==> src/rtl/id_stage_hz_pkg.sv <==
// Shared decode definitions for the ID stage: opcodes, ALU control codes,
// immediate types, the ID/EX control bundle with its bubble value, and
// immediate/ALU helper functions.
package id_stage_hz_pkg;

    localparam int unsigned ILEN = 32;

    // RV32 base opcodes accepted by the decoder
    localparam logic [6:0] OPC_LUI    = 7'b0110111;
    localparam logic [6:0] OPC_AUIPC  = 7'b0010111;
    localparam logic [6:0] OPC_JAL    = 7'b1101111;
    localparam logic [6:0] OPC_JALR   = 7'b1100111;
    localparam logic [6:0] OPC_BRANCH = 7'b1100011;
    localparam logic [6:0] OPC_LOAD   = 7'b0000011;
    localparam logic [6:0] OPC_STORE  = 7'b0100011;
    localparam logic [6:0] OPC_OP_IMM = 7'b0010011;
    localparam logic [6:0] OPC_OP     = 7'b0110011;

    localparam logic [6:0] F7_BASE   = 7'b0000000;
    localparam logic [6:0] F7_ALT    = 7'b0100000;
    localparam logic [6:0] F7_MULDIV = 7'b0000001;

    // ALU control encodings; the M-extension group is {2'b10, funct3}
    localparam logic [4:0] ALU_ADD    = 5'd0;
    localparam logic [4:0] ALU_SUB    = 5'd1;
    localparam logic [4:0] ALU_SLL    = 5'd2;
    localparam logic [4:0] ALU_SLT    = 5'd3;
    localparam logic [4:0] ALU_SLTU   = 5'd4;
    localparam logic [4:0] ALU_XOR    = 5'd5;
    localparam logic [4:0] ALU_SRL    = 5'd6;
    localparam logic [4:0] ALU_SRA    = 5'd7;
    localparam logic [4:0] ALU_OR     = 5'd8;
    localparam logic [4:0] ALU_AND    = 5'd9;
    localparam logic [4:0] ALU_PASS_B = 5'd10;
    localparam logic [4:0] ALU_MUL    = 5'd16;
    localparam logic [4:0] ALU_MULH   = 5'd17;
    localparam logic [4:0] ALU_MULHSU = 5'd18;
    localparam logic [4:0] ALU_MULHU  = 5'd19;
    localparam logic [4:0] ALU_DIV    = 5'd20;
    localparam logic [4:0] ALU_DIVU   = 5'd21;
    localparam logic [4:0] ALU_REM    = 5'd22;
    localparam logic [4:0] ALU_REMU   = 5'd23;

    typedef enum logic [2:0] {
        IMM_R = 3'd0,
        IMM_I = 3'd1,
        IMM_S = 3'd2,
        IMM_B = 3'd3,
        IMM_U = 3'd4,
        IMM_J = 3'd5
    } imm_type_e;

    typedef struct packed {
        logic       write_enable;
        logic       mem_read;
        logic       mem_write;
        logic       branch;
        logic       jump;
        logic       imm_select;
        logic       illegal;
        logic [4:0] alu_control;
    } ctrl_t;

    localparam ctrl_t BUBBLE_CTRL = '0;

    // 32-bit sign-extended immediate; R-type yields zero
    function automatic logic [31:0] imm_gen(input logic [31:0] ins, input imm_type_e t);
        logic [31:0] imm;
        imm = '0;
        case (t)
            IMM_I:   imm = {{20{ins[31]}}, ins[31:20]};
            IMM_S:   imm = {{20{ins[31]}}, ins[31:25], ins[11:7]};
            IMM_B:   imm = {{19{ins[31]}}, ins[31], ins[7], ins[30:25], ins[11:8], 1'b0};
            IMM_U:   imm = {ins[31:12], 12'b0};
            IMM_J:   imm = {{11{ins[31]}}, ins[31], ins[19:12], ins[20], ins[30:21], 1'b0};
            default: imm = '0;
        endcase
        return imm;
    endfunction

    // Base integer ALU op from funct3; alt selects SUB/SRA
    function automatic logic [4:0] alu_base(input logic [2:0] f3, input logic alt);
        logic [4:0] op;
        case (f3)
            3'b000:  op = alt ? ALU_SUB : ALU_ADD;
            3'b001:  op = ALU_SLL;
            3'b010:  op = ALU_SLT;
            3'b011:  op = ALU_SLTU;
            3'b100:  op = ALU_XOR;
            3'b101:  op = alt ? ALU_SRA : ALU_SRL;
            3'b110:  op = ALU_OR;
            default: op = ALU_AND;
        endcase
        return op;
    endfunction

endpackage

==> src/rtl/id_stage_hz_reg_file.sv <==
// reg_file_bypass: REG_COUNT x XLEN register file, two async read ports,
// one write port committed on the clock edge, write-through to same-cycle
// reads. Register 0 is hard zero. Synchronous active-high reset clears all.
// Ports: clk, rst, write_enable/write_addr/write_data,
//        read_addr1/read_data1, read_addr2/read_data2.
module reg_file_bypass #(
    parameter int unsigned XLEN      = 32,
    parameter int unsigned REG_COUNT = 32,
    localparam int unsigned AW       = $clog2(REG_COUNT)
) (
    input  logic            clk,
    input  logic            rst,
    input  logic            write_enable,
    input  logic [AW-1:0]   write_addr,
    input  logic [XLEN-1:0] write_data,
    input  logic [AW-1:0]   read_addr1,
    output logic [XLEN-1:0] read_data1,
    input  logic [AW-1:0]   read_addr2,
    output logic [XLEN-1:0] read_data2
);

    logic [XLEN-1:0] regs [REG_COUNT];

    // Storage; x0 is never written so it stays zero after reset
    always_ff @(posedge clk) begin
        if (rst) begin
            for (int i = 0; i < int'(REG_COUNT); i++) begin
                regs[i] <= '0;
            end
        end else if (write_enable && (write_addr != '0)) begin
            regs[write_addr] <= write_data;
        end
    end

    // Reads with write-through bypass
    always_comb begin
        read_data1 = regs[read_addr1];
        read_data2 = regs[read_addr2];
        if (write_enable && (write_addr != '0) && (write_addr == read_addr1)) begin
            read_data1 = write_data;
        end
        if (write_enable && (write_addr != '0) && (write_addr == read_addr2)) begin
            read_data2 = write_data;
        end
        if (read_addr1 == '0) begin
            read_data1 = '0;
        end
        if (read_addr2 == '0) begin
            read_data2 = '0;
        end
    end

endmodule

==> src/rtl/id_stage_hz.sv <==
// id_stage_hz: RV32I/M decode stage with register file, immediate generation
// and load-use hazard detection, feeding one ID/EX output register.
// Inputs : CLK, RST (sync, active-high), IF_VALID/IF_PC/IF_INSTRUCTION,
//          WB_WRITE_ENABLE/WB_RD/WB_WRITE_DATA, EX_FLUSH.
// Outputs: ID_STALL (combinational), ID_* registered ID/EX payload.
module id_stage_hz
    import id_stage_hz_pkg::*;
#(
    parameter int unsigned   XLEN      = 32,
    parameter int unsigned   REG_COUNT = 32,
    parameter logic [XLEN-1:0] RESET_PC = '0,
    localparam int unsigned  AW        = $clog2(REG_COUNT)
) (
    input  logic            CLK,
    input  logic            RST,
    input  logic            IF_VALID,
    input  logic [XLEN-1:0] IF_PC,
    input  logic [31:0]     IF_INSTRUCTION,
    input  logic            WB_WRITE_ENABLE,
    input  logic [AW-1:0]   WB_RD,
    input  logic [XLEN-1:0] WB_WRITE_DATA,
    input  logic            EX_FLUSH,
    output logic            ID_STALL,
    output logic            ID_VALID,
    output logic [XLEN-1:0] ID_PC,
    output logic [XLEN-1:0] ID_PC_PLUS4,
    output logic [XLEN-1:0] ID_READ_DATA1,
    output logic [XLEN-1:0] ID_READ_DATA2,
    output logic [XLEN-1:0] ID_IMMEDIATE,
    output logic [AW-1:0]   ID_RS1,
    output logic [AW-1:0]   ID_RS2,
    output logic [AW-1:0]   ID_RD,
    output logic [2:0]      ID_FUNC3,
    output logic [4:0]      ID_ALU_CONTROL,
    output logic            ID_WRITE_ENABLE,
    output logic            ID_MEM_READ,
    output logic            ID_MEM_WRITE,
    output logic            ID_BRANCH,
    output logic            ID_JUMP,
    output logic            ID_IMM_SELECT,
    output logic            ID_ILLEGAL
);

    logic [6:0]      opcode;
    logic [2:0]      f3;
    logic [6:0]      f7;
    logic [AW-1:0]   rs1, rs2, rd;
    logic [XLEN-1:0] rdata1, rdata2;

    ctrl_t     ctrl;
    imm_type_e imm_type;
    logic      illegal, uses_rs1, uses_rs2, has_rd, has_func3;
    logic      hazard, load_live;

    logic            valid_d;
    logic [XLEN-1:0] pc_d, pc4_d, rd1_d, rd2_d, imm_d;
    logic [AW-1:0]   rs1_d, rs2_d, rd_d;
    logic [2:0]      f3_d;
    ctrl_t           ctrl_d;

    assign opcode = IF_INSTRUCTION[6:0];
    assign f3     = IF_INSTRUCTION[14:12];
    assign f7     = IF_INSTRUCTION[31:25];
    assign rs1    = AW'(IF_INSTRUCTION[19:15]);
    assign rs2    = AW'(IF_INSTRUCTION[24:20]);
    assign rd     = AW'(IF_INSTRUCTION[11:7]);

    reg_file_bypass #(
        .XLEN      (XLEN),
        .REG_COUNT (REG_COUNT)
    ) u_reg_file (
        .clk          (CLK),
        .rst          (RST),
        .write_enable (WB_WRITE_ENABLE),
        .write_addr   (WB_RD),
        .write_data   (WB_WRITE_DATA),
        .read_addr1   (rs1),
        .read_data1   (rdata1),
        .read_addr2   (rs2),
        .read_data2   (rdata2)
    );

    // Instruction decode: controls, immediate type and operand usage
    always_comb begin
        ctrl      = BUBBLE_CTRL;
        imm_type  = IMM_R;
        illegal   = 1'b0;
        uses_rs1  = 1'b0;
        uses_rs2  = 1'b0;
        has_rd    = 1'b0;
        has_func3 = 1'b1;
        case (opcode)
            OPC_LUI: begin
                ctrl.write_enable = 1'b1; ctrl.imm_select = 1'b1;
                ctrl.alu_control  = ALU_PASS_B;
                imm_type = IMM_U; has_rd = 1'b1; has_func3 = 1'b0;
            end
            OPC_AUIPC: begin
                ctrl.write_enable = 1'b1; ctrl.imm_select = 1'b1;
                imm_type = IMM_U; has_rd = 1'b1; has_func3 = 1'b0;
            end
            OPC_JAL: begin
                ctrl.write_enable = 1'b1; ctrl.jump = 1'b1; ctrl.imm_select = 1'b1;
                imm_type = IMM_J; has_rd = 1'b1; has_func3 = 1'b0;
            end
            OPC_JALR: begin
                ctrl.write_enable = 1'b1; ctrl.jump = 1'b1; ctrl.imm_select = 1'b1;
                imm_type = IMM_I; has_rd = 1'b1; uses_rs1 = 1'b1;
            end
            OPC_BRANCH: begin
                ctrl.branch = 1'b1; ctrl.alu_control = ALU_SUB;
                imm_type = IMM_B; uses_rs1 = 1'b1; uses_rs2 = 1'b1;
            end
            OPC_LOAD: begin
                ctrl.write_enable = 1'b1; ctrl.mem_read = 1'b1; ctrl.imm_select = 1'b1;
                imm_type = IMM_I; has_rd = 1'b1; uses_rs1 = 1'b1;
            end
            OPC_STORE: begin
                ctrl.mem_write = 1'b1; ctrl.imm_select = 1'b1;
                imm_type = IMM_S; uses_rs1 = 1'b1; uses_rs2 = 1'b1;
            end
            OPC_OP_IMM: begin
                ctrl.write_enable = 1'b1; ctrl.imm_select = 1'b1;
                ctrl.alu_control  = alu_base(f3, (f3 == 3'b101) && f7[5]);
                imm_type = IMM_I; has_rd = 1'b1; uses_rs1 = 1'b1;
            end
            OPC_OP: begin
                ctrl.write_enable = 1'b1;
                has_rd = 1'b1; uses_rs1 = 1'b1; uses_rs2 = 1'b1;
                if (f7 == F7_MULDIV) begin
                    ctrl.alu_control = {2'b10, f3};
                end else if (f7 == F7_BASE) begin
                    ctrl.alu_control = alu_base(f3, 1'b0);
                end else if ((f7 == F7_ALT) && ((f3 == 3'b000) || (f3 == 3'b101))) begin
                    ctrl.alu_control = alu_base(f3, 1'b1);
                end else begin
                    illegal = 1'b1;
                end
            end
            default: illegal = 1'b1;
        endcase
        // Illegal instructions travel as valid but with every side effect off
        if (illegal) begin
            ctrl         = BUBBLE_CTRL;
            ctrl.illegal = 1'b1;
            imm_type     = IMM_R;
            uses_rs1     = 1'b0;
            uses_rs2     = 1'b0;
            has_rd       = 1'b0;
            has_func3    = 1'b0;
        end
    end

    // Load-use hazard against the load currently in the ID/EX register
    always_comb begin
        hazard = ID_VALID && ID_MEM_READ && (ID_RD != '0) && IF_VALID &&
                 ((uses_rs1 && (rs1 == ID_RD)) || (uses_rs2 && (rs2 == ID_RD)));
        ID_STALL  = hazard && !EX_FLUSH && !RST;
        load_live = IF_VALID && !EX_FLUSH && !hazard;
    end

    // Next ID/EX contents; anything not live becomes an all-zero bubble
    always_comb begin
        valid_d = 1'b0;
        pc_d    = '0;
        pc4_d   = '0;
        rd1_d   = '0;
        rd2_d   = '0;
        imm_d   = '0;
        rs1_d   = '0;
        rs2_d   = '0;
        rd_d    = '0;
        f3_d    = '0;
        ctrl_d  = BUBBLE_CTRL;
        if (load_live) begin
            valid_d = 1'b1;
            pc_d    = IF_PC;
            pc4_d   = IF_PC + XLEN'(4);
            rd1_d   = uses_rs1 ? rdata1 : '0;
            rd2_d   = uses_rs2 ? rdata2 : '0;
            imm_d   = XLEN'($signed(imm_gen(IF_INSTRUCTION, imm_type)));
            rs1_d   = uses_rs1 ? rs1 : '0;
            rs2_d   = uses_rs2 ? rs2 : '0;
            rd_d    = has_rd ? rd : '0;
            f3_d    = has_func3 ? f3 : 3'b000;
            ctrl_d  = ctrl;
        end
    end

    // ID/EX output register
    always_ff @(posedge CLK) begin
        if (RST) begin
            ID_VALID        <= 1'b0;
            ID_PC           <= RESET_PC;
            ID_PC_PLUS4     <= RESET_PC + XLEN'(4);
            ID_READ_DATA1   <= '0;
            ID_READ_DATA2   <= '0;
            ID_IMMEDIATE    <= '0;
            ID_RS1          <= '0;
            ID_RS2          <= '0;
            ID_RD           <= '0;
            ID_FUNC3        <= '0;
            ID_ALU_CONTROL  <= '0;
            ID_WRITE_ENABLE <= 1'b0;
            ID_MEM_READ     <= 1'b0;
            ID_MEM_WRITE    <= 1'b0;
            ID_BRANCH       <= 1'b0;
            ID_JUMP         <= 1'b0;
            ID_IMM_SELECT   <= 1'b0;
            ID_ILLEGAL      <= 1'b0;
        end else begin
            ID_VALID        <= valid_d;
            ID_PC           <= pc_d;
            ID_PC_PLUS4     <= pc4_d;
            ID_READ_DATA1   <= rd1_d;
            ID_READ_DATA2   <= rd2_d;
            ID_IMMEDIATE    <= imm_d;
            ID_RS1          <= rs1_d;
            ID_RS2          <= rs2_d;
            ID_RD           <= rd_d;
            ID_FUNC3        <= f3_d;
            ID_ALU_CONTROL  <= ctrl_d.alu_control;
            ID_WRITE_ENABLE <= ctrl_d.write_enable;
            ID_MEM_READ     <= ctrl_d.mem_read;
            ID_MEM_WRITE    <= ctrl_d.mem_write;
            ID_BRANCH       <= ctrl_d.branch;
            ID_JUMP         <= ctrl_d.jump;
            ID_IMM_SELECT   <= ctrl_d.imm_select;
            ID_ILLEGAL      <= ctrl_d.illegal;
        end
    end

endmodule

==> config.mk <==
export PLATFORM = sky130hd
export DESIGN_NAME = id_stage_hz
export DESIGN_NICKNAME = d
export VERILOG_FILES = /design/src/rtl/id_stage_hz_pkg.sv /design/src/rtl/id_stage_hz_reg_file.sv /design/src/rtl/id_stage_hz.sv
export SDC_FILE = /design/constraint.sdc
export NUM_CORES = 2
export LEC_CHECK = 0
export BUFFER_PORTS_ARGS = -buffer_cell sky130_fd_sc_hd__buf_4
export CORE_ASPECT_RATIO = 2
export CORE_MARGIN = 2
export CORE_UTILIZATION = 58
export CTS_BUF_LIST = sky130_fd_sc_hd__clkbuf_16
export DETAILED_ROUTE_END_ITERATION = 8
export GPL_TIMING_DRIVEN = 0
export HOLD_SLACK_MARGIN = 0.08
export PLACE_DENSITY_LB_ADDON = 0.25
export SLEW_MARGIN = 40
export SYNTH_ARGS = -nofsm -noshare
export SYNTH_HDL_FRONTEND = slang
export SYNTH_SLANG_ARGS = --single-unit
export TNS_END_PERCENT = 20
==> constraint.sdc <==
create_clock -name CLK -period 2.89 [get_ports CLK]
set_input_delay 0 -clock CLK [delete_from_list [all_inputs] [get_ports CLK]]
set_output_delay 0 -clock CLK [all_outputs]
set_load 0.03 [all_outputs]
# After elaboration in Yosys (flattened, before gate mapping)
# Memory sizes are Yosys's and may differ from the RTL's. A register that Yosys moved wholly into a read port is not among the register bits.
# Cells that the tools add are included.
# word_totals
n_memories,1
elab_cells,130
ram_bits,1024
ff_bits,127
out_inout_bits,192
# mem_list
memory,words,word_bits,read_ports,rd_clocked_by_memory_dff,write_ports,line,source
u_reg_file.regs,32,32,2,2,32,id_stage_hz_reg_file.sv:22,logic [XLEN-1:0] regs [REG_COUNT];
# classes
mux,40
reduce_logical,42
add_sub_neg,1
bitwise_logic,5
eq_ne,24
# op_table
op,n
32-bit one-hot mux with 5 select lines,1
4-bit one-hot mux with 7 select lines,3
"32-bit by 3-bit adder with 32-bit output, second input constant",1
32-bit two-way mux,1
32-bit OR reduction,1
"7-bit by 6-bit == test with 1-bit output, second input constant",4
1-bit two-way mux,25
3-bit OR reduction,8
"7-bit == test, second input constant",3
5-bit one-hot mux with 4 select lines,1
"3-bit == test, second input constant",5
5-bit two-way mux,3
3-bit one-hot mux with 5 select lines,1
"7-bit by 5-bit == test with 1-bit output, second input constant",2
7-bit OR reduction,2
1-bit logical AND,13
"3-bit by 2-bit == test with 1-bit output, second input constant",4
5-bit == test,2
5-bit zero test,2
5-bit nonzero test,2
4-bit OR reduction,2
8-bit OR reduction,1
"7-bit by 1-bit == test with 1-bit output, second input constant",1
"7-bit by 2-bit == test with 1-bit output, second input constant",1
other kinds (12),23

# Depth between registers and ports, before layout
# logic_depth
depth_word,15
mapped_depth,11
depth_no_buf,7

# Modules after synthesis
# From an unflattened synthesis, not the netlist that was laid out.
# unflattened
cells_unflattened,4604
area_unflattened_um2,62573.8
# by_module_without_submodules
module,area_each_um2,cells_each,seq_area_each_um2,n_inst
reg_file_bypass,55655.9,3917,30749.5,1
id_stage_hz,6917.9,687,3783.6,1

# Least setup slack after synthesis
# No wires, ideal clock.
# synth_path
path_type,register to output
start,register ID_RD[1]
end,output port ID_STALL
path_stages_with_launch,6
setup_slack_ps,740
t_arrival_ps,2150
cell_sequence,dfxtp_1 -> xnor2_1 -> nand2_1 -> nor4_1 -> o21ai_2 -> nor4_1
# synth_between
elab_chain_cells,6
word_cells_on_any_way,11
cone_classes,eq/ne (2); reduce/logical (9)
# synth_lines
item,line,source
"start, declared",id_stage_hz.sv:32,"output logic [AW-1:0] ID_RD,"
"start signal, assigned",id_stage_hz.sv:220,ID_RD <= rd_d;
5-bit == test / 5-bit nonzero test (equally long branches),"id_stage_hz.sv:157, id_stage_hz.sv:156",
1-bit logical AND (on tied branches),"id_stage_hz.sv:157, id_stage_hz.sv:156",
1-bit logical OR / 1-bit logical AND (equally long branches),"id_stage_hz.sv:157, id_stage_hz.sv:156",
1-bit logical AND (*),id_stage_hz.sv:156,hazard = ID_VALID && ID_MEM_READ && (ID_RD != '0) && IF_VALID &&
1-bit logical AND (*) (2 in a row),id_stage_hz.sv:158,ID_STALL = hazard && !EX_FLUSH && !RST;
"end, declared",id_stage_hz.sv:23,"output logic ID_STALL,"
# Every way passes the cells marked *; elsewhere a longest branch is shown, timed or not.

# Final worst setup path
# layout_path
start,input port IF_INSTRUCTION[15]
end,register ID_READ_DATA1[2] (read register of u_reg_file.regs)
# layout_between
elab_chain_cells,8
word_cells_on_any_way,9
cone_classes,eq/ne (1); bitwise (1); reduce/logical (7)
# layout_lines
item,line,source
"start, declared",id_stage_hz.sv:18,"input logic [31:0] IF_INSTRUCTION,"
5-bit == test,id_stage_hz.sv:157,((uses_rs1 && (rs1 == ID_RD)) || (uses_rs2 && (rs2 == ID_RD)));
1-bit logical AND,id_stage_hz.sv:157,
1-bit logical OR,id_stage_hz.sv:157,
1-bit logical AND,id_stage_hz.sv:156,
1-bit zero test,id_stage_hz.sv:159,load_live = IF_VALID && !EX_FLUSH && !hazard;
1-bit logical AND,id_stage_hz.sv:159,
1-bit inverter (no line),n/a,
4-bit OR reduction (no line),n/a,
"end, declared",id_stage_hz.sv:27,"output logic [XLEN-1:0] ID_READ_DATA1,"
# Several ways; a longest one is shown, not always the timed one.
# A chain may end at the register's enable or synchronous reset.

==> results.txt <==
first-pass GRT wire length = 342000 µm
Synthesis Warnings = 0
EDFF count, synth = 1024
relative slew slack = 0.161
sw power = 0.0107 W
r2r endpoint = ID_READ_DATA1[1]$_SDFF_PP0_
worst slew pin tran = 1.26 ns
pre-CTS setup slack = -0.760 ns
failing checks = design-rule violations, negative setup slack
crit path launch = IF_INSTRUCTION[15]
HP Class = input port to register
Total GRT Usage = 0.471
crit share post-route = 1.03
reg2reg path depth = 7
final hold slack = 0.0938 ns
clock group share of total power = 0.373
Area after DPL = 0.0654 mm²
Mapped Area = 0.0611 mm²
Yosys top cell by area = edfxtp_1
top_reg_cell synth = edfxtp_1
Pwr per Cell Area = 568 mW/mm²
TritonCTS buffer count = 105
CTS clk-pin slew, worst paths = 0.07 ns
Critical Path AT = 3.62 ns
root buffer cell = clkbuf_16
gr ovfl total = 0
Setup Skew = 0.0259 ns
proportion of layout cells with a drive suffix above 1 = 0.202
crit path kind = input port to register
final setup fails = 90
crit path time final = 2.98 ns
DRT iter0 DRCs = 6848
leakage dissipation = 26.5 nW
Crit. End Element = register
initial core utilization = 0.583
core area = 0.105 mm²
synthesized instance count = 4584
Post-DRT Antenna Nets = 0
post-synth top area share = 0.504
DRT Pass-1 Iters = 9
Max-Cap Viols = 0
DP Cell Count = 6274
r2r setup slk = 0.03 ns
outcome = complete, but fails checks
DPL Wire Length = 197000 µm
fin cells = 6679
Synth-to-Final Area Change = 16.3%
vias in the first global route = 45000
row cnt = 168
Pins Over Slew Limit = 0
switching part of the total = 0.266
worst setup margin = -0.0907 ns
Final Net Count = 5322
VDD IR max = 0.606 mV
clk buf depth = 3
Max H-tree Level = 3
ys async rst share = 0
Mean Syn Cell Area = 13.3 µm²
CTS tree = built
WL final = 255000 µm
WP data required = 3.53 ns
Worst Setup EP = ID_READ_DATA1[2]$_SDFF_PP0_
via count = 45200
vias per inst = 6.77
largest net degree at the start of global routing = 33
cell area after layout = 0.0710 mm²
fmax = 0.335 GHz
final hold vios = 0
Yosys cell types = 81
DRC = 2
CP max FO = 10
sequential area share after synthesis = 0.566
Die ar. = 0.108 mm²
# IOs = 298
die height = 463 µm
I/O Buffers = 288
Flop pwr share = 0.502
internal power = 0.0296 W
Worst-Skew Late Latency = 0.78 ns
unrepaired setup endpoints after global routing = true
setup TNS = -3.42 ns
combinational group share of total power = 0.125
RR Startpoint = ID_RD[4]$_SDFF_PP0_
fillers = 7621
clk sinks = 1213
startpoint types = input port
wire per inst = 38.2 µm
synth top area cells = edfxtp_1 (50%), mux4_2 (11%), and2_1 (11%), mux2i_1 (7.2%), dfxtp_1 (6.2%)
Die X = 233 µm
Seq cells post-synth = 1213
placer congestion estimate = 1.09
antenna violations before repair = 25
[worst min-delay path by stage]
| stage | startpoint | to | slack (ns) | depth (start not counted) |
|---|---|---|---|---|
| 6_report | IF_PC[6] | ID_PC_PLUS4[6]$_SDFF_PP0_ | 0.09 | 4 |
| 5_1_grt | IF_PC[27] | ID_PC_PLUS4[27]$_SDFF_PP0_ | 0.10 | 4 |
| 4_1_cts | IF_PC[29] | ID_PC_PLUS4[29]$_SDFF_PP0_ | 0.08 | 4 |
| 3_5_place_dp | IF_PC[0] | ID_PC[0]$_SDFF_PP0_ | 0.22 | 2 |
| 3_3_place_gp | IF_PC[0] | ID_PC[0]$_SDFF_PP0_ | 0.21 | 2 |
| 2_1_floorplan | IF_PC[2] | ID_PC_PLUS4[2]$_SDFF_PP1_ | 0.10 | 1 |
[cells by family after synthesis]
group,count (synthesis),share of synthesized area
muxes,749,0.184
and+or+nand+nor,1627,0.156
other,1,0.0000614
AOI/OAI and AO/OA,480,0.0544
DFF,1213,0.566
xor gates and xnor gates,48,0.00689
adders and majority gates,1,0.000205
buffers and inverters,465,0.0326
[flip-flops by register name (all words and copies together) (netlist names), 30 cells and up]
register         cells
ID_READ_DATA2       32
ID_IMMEDIATE        32
ID_PC               32
u_reg_file.regs   1024
ID_PC_PLUS4         30
ID_READ_DATA1       32
[power by group through the flow]
stage / Clock [W] / Sequential (W) / Combinational [W]
floorplan: 0 / 0.0205 / 0.00258
global placement: 0 / 0.0205 / 0.00448
detailed placement: 0 / 0.0206 / 0.00457
CTS: 0.0148 / 0.0202 / 0.00475
global route: 0.0154 / 0.0203 / 0.00507
finish: 0.0150 / 0.0202 / 0.00504
[synthesized netlist by cell type, types with 5 or more instances]
master / n
a211oi_1: 6
a21oi_1: 46
a22o_1: 29
a22oi_1: 167
a31oi_1: 5
a41oi_1: 8
and2_1: 1038
and3_1: 26
and4_1: 5
buf_1: 8
buf_2: 131
buf_4: 16
clkbuf_1: 296
dfxtp_1: 189
edfxtp_1: 1024
inv_1: 10
mux2_2: 10
mux2i_1: 439
mux4_2: 300
nand2_1: 46
nand2b_1: 5
nand3_1: 41
nand3b_1: 7
nand4_1: 38
nor2_1: 232
nor2b_1: 14
nor3_1: 71
nor3b_1: 5
nor4_1: 29
o211ai_1: 8
o21ai_0: 39
o22ai_1: 131
o32ai_1: 7
or2_2: 34
xnor2_1: 24
xor2_1: 24
[what timing repair did]
| item | 4_1_cts | 5_1_grt |
|---|---|---|
| pin swaps | 1 | 1 |
| buffers inserted | 2 | 0 |
| hold buffers | 189 | 0 |
| endpoints found under the hold margin | 1062 | 0 |
| gates resized for setup | 0 | 22 |
| setup endpoints to repair | 2 | 68 |
[critical path, stage by stage]
cell and delay (ns):
buf_2 0.22, buf_2 0.56, clkbuf_4 0.59, buf_2 0.60
mux2i_1 0.37, o22ai_1 0.13, nor4_1 0.60, nand3_1 0.14
a21oi_1 0.25, nor3_2 0.12
[metrics by stage]
step / util / total power [W]
after CTS: 0.677 / 0.0398
after floorplan: - / 0.0230
final: 0.679 / 0.0403
after global routing: 0.678 / 0.0408
after detailed placement: 0.624 / 0.0251
after global placement: 0.621 / 0.0250
[cell type report]
| type | count | area, µm² | share of cell area |
|---|---|---|---|
| diodes | 12 | 30.0 | 0.000423 |
| plain buffers | 454 | 2020 | 0.0284 |
| clock buffers | 110 | 2750 | 0.0388 |
| clock inverters | 89 | 813 | 0.0115 |
| inverters | 11 | 41.3 | 0.000581 |
| multi-input cells | 2937 | 24900 | 0.351 |
| flip-flops and latches | 1213 | 34500 | 0.486 |
| well taps | 1360 | 1700 | 0.0240 |
| repair buffers | 493 | 4210 | 0.0593 |
[routing by layer]
metal	track usage	part of all wire	up-vias
met4	0.441	0.12	30
met2	0.741	0.46	3403
li1	-	-	18400
met3	0.137	0.12	1078
met1	0.504	0.30	22300
met5	0.00689	0.0013	-
[layout by cell type (no fill, tap or decap), drive strengths merged, types with 35 or more instances in the layout]
| master | count |
|---|---|
| a21oi | 47 |
| a22oi | 167 |
| and2 | 1040 |
| buf | 460 |
| clkbuf | 408 |
| clkinv | 44 |
| dfxtp | 189 |
| dlygate4sd3 | 189 |
| edfxtp | 1024 |
| mux2i | 439 |
| mux4 | 300 |
| nand2 | 46 |
| nand3 | 42 |
| nand4 | 38 |
| nor2 | 233 |
| nor3 | 71 |
| o21ai | 42 |
| o22ai | 131 |
| or2 | 35 |
(Power assumes the default switching activity.)
